<file path="src/rtl/irq_ctrl.sv">
// Interrupt front end: synchronizes request lines, latches edges or tracks levels,
// and exposes PENDING/MASK/MODE/OVERRUN through a snooped 16-byte store/load window.
module irq_ctrl #(
  parameter int          N    = 8,
  parameter logic [31:0] BASE = 32'h1fff0000
) (
  input  logic          ph1,
  input  logic          reset,
  input  logic [N-1:0]  irq_in,
  input  logic          memwrite,
  input  logic [31:0]   dataadr,
  input  logic [31:0]   writedata,
  output logic          hit,
  output logic [31:0]   readdata,
  output logic [N-1:0]  interrupts
);

  localparam logic [1:0] OFF_PENDING = 2'd0;
  localparam logic [1:0] OFF_MASK    = 2'd1;
  localparam logic [1:0] OFF_MODE    = 2'd2;
  localparam logic [1:0] OFF_OVERRUN = 2'd3;

  logic [N-1:0] s1_q, s2_q, prev_q;
  logic [N-1:0] pending_q, pending_d;
  logic [N-1:0] mask_q, mask_d;
  logic [N-1:0] mode_q, mode_d;
  logic [N-1:0] overrun_q, overrun_d;

  logic         wr;
  logic [1:0]   off;
  logic [N-1:0] wd;
  logic [N-1:0] rise;
  logic [N-1:0] clr_pend;
  logic [N-1:0] clr_ovr;
  logic [N-1:0] rd_sel;

  // Bus snoop: a store lands on the rising edge where memwrite and hit are both high;
  // loads are answered combinationally from the current (pre-store) register state.
  assign hit        = (dataadr[31:4] == BASE[31:4]);
  assign off        = dataadr[3:2];
  assign wr         = memwrite & hit;
  assign wd         = writedata[N-1:0];
  assign rise       = s2_q & ~prev_q;
  assign interrupts = pending_q & mask_q;

  always_comb begin
    clr_pend = '0;
    clr_ovr  = '0;
    mask_d   = mask_q;
    mode_d   = mode_q;
    if (wr) begin
      case (off)
        OFF_PENDING: clr_pend = wd;
        OFF_MASK:    mask_d   = wd;
        OFF_MODE:    mode_d   = wd;
        default:     clr_ovr  = wd;
      endcase
    end
    // Edge lines: set beats clear. Level lines simply mirror the synchronized input.
    pending_d = (mode_q & ((pending_q & ~clr_pend) | rise)) | (~mode_q & s2_q);
    overrun_d = (overrun_q & ~clr_ovr) | (mode_q & rise & pending_q & ~clr_pend);
  end

  always_comb begin
    rd_sel = '0;
    case (off)
      OFF_PENDING: rd_sel = pending_q;
      OFF_MASK:    rd_sel = mask_q;
      OFF_MODE:    rd_sel = mode_q;
      OFF_OVERRUN: rd_sel = overrun_q;
      default:     rd_sel = '0;
    endcase
    readdata = '0;
    if (hit) readdata[N-1:0] = rd_sel;
  end

  always_ff @(posedge ph1 or posedge reset) begin
    if (reset) begin
      s1_q      <= '0;
      s2_q      <= '0;
      prev_q    <= '0;
      pending_q <= '0;
      mask_q    <= '0;
      mode_q    <= '1;
      overrun_q <= '0;
    end else begin
      s1_q      <= irq_in;
      s2_q      <= s1_q;
      prev_q    <= s2_q;
      pending_q <= pending_d;
      mask_q    <= mask_d;
      mode_q    <= mode_d;
      overrun_q <= overrun_d;
    end
  end

endmodule
</file>
<file path="config.mk">
export PLATFORM = sky130hd
export DESIGN_NAME = irq_ctrl
export DESIGN_NICKNAME = d
export VERILOG_FILES = /design/src/rtl/irq_ctrl.sv
export SDC_FILE = /design/constraint.sdc
export NUM_CORES = 1
export LEC_CHECK = 0
export ABC_AREA = 1
export BUFFER_PORTS_ARGS = -buffer_cell sky130_fd_sc_hd__buf_4
export CORE_MARGIN = 1.5
export CORE_UTILIZATION = 40
export CTS_CLUSTER_SIZE = 24
export DETAILED_ROUTE_END_ITERATION = 10
export MAX_ROUTING_LAYER = met4
export PLACE_DENSITY = 0.77
export SLEW_MARGIN = 20
export SYNTH_ARGS = -nofsm -noshare
export SYNTH_HDL_FRONTEND = slang
export SYNTH_SLANG_ARGS = --single-unit
</file>
<file path="constraint.sdc">
create_clock -name ph1 -period 3.3 [get_ports ph1]
set_input_delay 0.99 -clock ph1 [delete_from_list [all_inputs] [get_ports ph1]]
set_output_delay 0.99 -clock ph1 [all_outputs]
set_load 0.02 [all_outputs]
</file>
# Yosys cells after proc, flatten, opt, wreduce, memory -nomap -nowiden
# Cells that the tools add are included.
dict set report op_classes {
  mux 6
  bitwise 17
  reduce_logical 4
  n_eq_ne 4
}
# op n
set op_table {}
lappend op_table {{8-bit bitwise AND} 9}
lappend op_table {{8-bit two-way mux} 5}
lappend op_table {{8-bit inverter} 4}
lappend op_table {{8-bit case mux with 4 select lines} 1}
lappend op_table {{28-bit by 25-bit == test with 1-bit output, second input constant} 1}
lappend op_table {{8-bit bitwise OR} 3}
lappend op_table {{2-bit == test, second input constant} 2}
lappend op_table {{2-bit AND reduction} 2}
lappend op_table {{3-bit OR reduction} 1}
lappend op_table {{2-bit by 1-bit == test with 1-bit output, second input constant} 1}
lappend op_table {{2-bit logical NOT} 1}
lappend op_table {{1-bit bitwise AND} 1}
dict set report word_totals {
  reg_bits 56
  word_cells 38
}

# Longest topological paths before layout
dict set report depth {
  depth_word 8
  mapped_depth 10
}

# Worst setup path after synthesis
# Ideal clock, no wire load.
dict set report synth_path {
  path_type {input to output}
  start {input dataadr[3]}
  end {output readdata[7]}
  path_slack_ps 342
  t_required_ps 2310
  arrival_ps 1968
  path_stages 6
  n_path_buf 0
  cell_sequence {nand2_1 > inv_1 > nand2_1 > nand3_1 > o21ai_0 > nor3_1}
}
dict set report synth_via {
  elab_chain_cells 3
  word_cells_on_any_way 6
  cone_classes {eq/ne: 3; mux: 2; reduce/logical: 1}
}
# item line
set synth_rtl {}
lappend synth_rtl {{start, declared} 11} ;# input logic [31:0] dataadr,
lappend synth_rtl {{2-bit == test (tied with other cells)} 66} ;# case (off)
lappend synth_rtl {{8-bit case mux with 4 select lines (*)} 66}
lappend synth_rtl {{8-bit two-way mux (*)} 74} ;# if (hit) readdata[N-1:0] = rd_sel;
lappend synth_rtl {{end, declared} 14} ;# output logic [31:0] readdata,
# Mark *: on every way between the ends. The rest lies on a longest branch, timed or not.

# Worst setup path after layout
dict set report layout_path {
  start {input dataadr[11]}
  end {output readdata[5]}
}
dict set report layout_via {
  elab_chain_cells 2
}
# item line
set layout_rtl {}
lappend layout_rtl {{28-bit by 25-bit == test with 1-bit output} 39} ;# assign hit = (dataadr[31:4] == BASE[31:4]);
lappend layout_rtl {{8-bit two-way mux} 74}
# No other way between the ends.

==> flow_summary.ini <==
[pwr]
pwr-share-clk_pct = 30.2
power_switching_uw = 314
seq_power_share_pct = 58.4
max-vdd-ir-drop_uv = 173
power_frac_comb_pct = 11.4
power_density_nw_per_um2 = 348
p_leak_nw = 1.95
switching_share_pct = 25.6
p_int_uw = 913

[clock_network]
htree_levels = 2
cts_setup_buffers = 0
clk_pin_slew_worst_paths_ns = 0.09
postCtsHoldBufs = 0
max-clock-path-buffers = 2
clkLatencyLatePin_ns = 0.32
clock_sinks = 56
cts_resized = 0
tritoncts = yes
cts_buffers = 5
clockRootBuffer = clkbuf_8

[placed_design]
globalplace.congestion = 0.829
place_area_um2 = 3440
portBuffers = 65
preCtsSetupSlack_ns = 0.215
post-dp-hpwl_um = 4530

[timing]
slew_headroom_pct = 58.8
fin_crit_ns = 3.09
grt_setup_unrepaired = false
setup_tns_ns = 0
tightest_slew_ns = 0.618
setup_ws_ns = 0.208
finalMaxSlewViolations = 0
fin_skew_ns = 0.00775
timing.final.crit_share_pct = 93.7
fmax_mhz = 323
finalHoldViolCount = 0
setup_violations = 0

[worst_setup_path]
crit_type = primary input to output port
setup.worst_path.end_class = output port
cp-start-kind = primary input
reg2reg_from = mode_q[4]$_DFFE_PP1P_
crit_slowest_cell = buf_12
required_ns = 2.31
r2r_slack_ns = 2.35
crit_fanout = 30
cp_top_family = simple AND/OR/NAND/NOR gates
cp.arrival_ns = 2.10
crit_path_cell_trace = buf_4 > nor2_1 > nand2_1 > nor2_1 > nand2_1 > nor2_4 > buf_12 > o21a_1 > buf_4
path_buf_inv = 3
reg2reg_depth = 4
reg2reg_to = overrun_q[4]$_DFF_PP0_
max_stage_delay_ns = 0.18

[detailed_routing]
avgViaCountPerCell = 4.56
wl_per_cell_um = 11.3
wirelength_um = 6190
drcViolationCount = 0
dr.pass1.iters = 4
ant_nets = 0
drt_iter0_markers = 134
vias = 2504

[die]
dieArea_um2 = 7780
rows = 30
core_um2 = 6910
initial_core_util_pct = 42.0
fp.dieW_um = 88.2
ios = 116
dieHeight_um = 88.2

[layout]
antenna_cells = 0
fill_cells = 665
fin_area_um2 = 3520
mostFrequentLayoutCell = nand2_1
final_cell_mix = 142 x nand2_1, 75 x buf_4, 48 x dfrtp_1
syn_to_final_growth_pct = 21.4
drive_gt1_share_pct = 21.0
final_nets = 527

[global_routing]
grt.total_usage_pct = 18.7
antenna_found_initial = 0
grt_pass1_vias = 2500
grt_overflow_total = 0
grt_max_degree = 35
grt_pass1_wl_um = 11000

[min_path]
holdPathEnd = s2_q[6]$_DFF_PP0_
whs_path_depth = 0
min_from = s1_q[6]$_DFF_PP0_
hold_path.class = flop to flop

[synthesis]
ys_async_sr_fraction_pct = 100
avgSynthCellArea_um2 = 7.62
synth_seq_area_share_pct = 48.6
ys_types = 22
syn_area_um2 = 2900
ys.warnings.count = 0
synth_edf_count = 0
yosys_register_bits = 56
synthCells = 381
ys.flop_type = dfrtp_1

[job]
drv_cap = 0

[status]
status = finished clean
-- through the flow --
| stage | util, % | std cells | hold slack (ns) | total power, mW |
|---|---|---|---|---|
| 2_1_floorplan | - | 404 | 0.331 | 0.822 |
| 3_3_place_gp | 49.8 | 541 | 0.332 | 0.867 |
| 3_5_place_dp | 49.8 | 541 | 0.336 | 0.871 |
| 4_1_cts | 51.0 | 549 | 0.359 | 1.25 |
| 5_1_grt | 51.0 | 549 | 0.368 | 1.29 |
| 6_report | 51.0 | 549 | 0.354 | 1.23 |
-- power by group through the flow --
| stage | Combinational, mW | Clock [mW] | Sequential (mW) |
|---|---|---|---|
| 2_1_floorplan | 0.0949 | 0 | 0.727 |
| 3_3_place_gp | 0.138 | 0 | 0.729 |
| 3_5_place_dp | 0.140 | 0 | 0.731 |
| 4_1_cts | 0.141 | 0.387 | 0.717 |
| 5_1_grt | 0.157 | 0.410 | 0.720 |
| 6_report | 0.140 | 0.371 | 0.717 |
-- worst register-to-register path: stages, from the launching register on --
cell      delay (ns)
dfstp_2         0.57
nand3b_1        0.09
nor2_1          0.11
nand2_1         0.06
nand2_1         0.06
-- area by class of cell --
class | count | area, µm² | area share [%]
Sequential cell | 56 | 1410 | 40.0
Multi-Input combinational cell | 272 | 1170 | 33.2
Timing Repair Buffer | 76 | 583 | 16.5
Inverter | 41 | 154 | 4.37
Tap cell | 96 | 120 | 3.41
Clock buffer | 7 | 76.3 | 2.17
Clock inverter | 1 | 8.76 | 0.248
-- cells by family after synthesis --
| group | synth area share, % |
|---|---|
| AOI/OAI and AO/OA | 2.15 |
| and+or+nand+nor | 35.1 |
| DFF | 48.6 |
| buffers and inverters | 14.0 |
| other | 0.129 |
-- cell usage after synthesis, types with 2 or more instances --
cell        n  share of area, %
dfstp_2     8               7.2
buf_2       5              0.86
nand2_1   142                18
o21ai_0     2              0.34
o21a_1      6               1.6
buf_4      26               6.7
nor3_1      2              0.34
nand3b_1    7               1.8
nor2_1     42               5.4
dfrtp_1    48                41
nand4_1    16               3.4
clkbuf_1    2              0.26
inv_1      41               5.3
nor2_2      2              0.43
nand3_1    25               4.3
-- how the worst max path moves through the flow --
| stage | endpoint | cells past startpoint | from | slack (ns) |
|---|---|---|---|---|
| 2_1_floorplan | readdata[7] | 6 | dataadr[3] | 0.34 |
| 3_3_place_gp | readdata[5] | 9 | dataadr[11] | 0.22 |
| 3_5_place_dp | readdata[5] | 9 | dataadr[11] | 0.21 |
| 4_1_cts | readdata[5] | 9 | dataadr[11] | 0.21 |
| 5_1_grt | readdata[3] | 9 | dataadr[15] | 0.06 |
| 6_report | readdata[5] | 9 | dataadr[11] | 0.21 |
-- metal layers --
metal | vias up | wire length [µm] | track usage (%)
met5 | - | 0 | -
met4 | 0 | 106 | 8.81
met3 | 10 | 260 | 3.86
met2 | 77 | 3150 | 31.2
met1 | 1150 | 2670 | 21.7
li1 | 1267 | - | -
-- state kept, by name, indices dropped and copies added, names as in the netlist --
register	flops
pending_q	8
s2_q	8
prev_q	8
mask_q	8
mode_q	8
s1_q	8
overrun_q	8
Note: power is estimated with default switching activity, not from simulation.
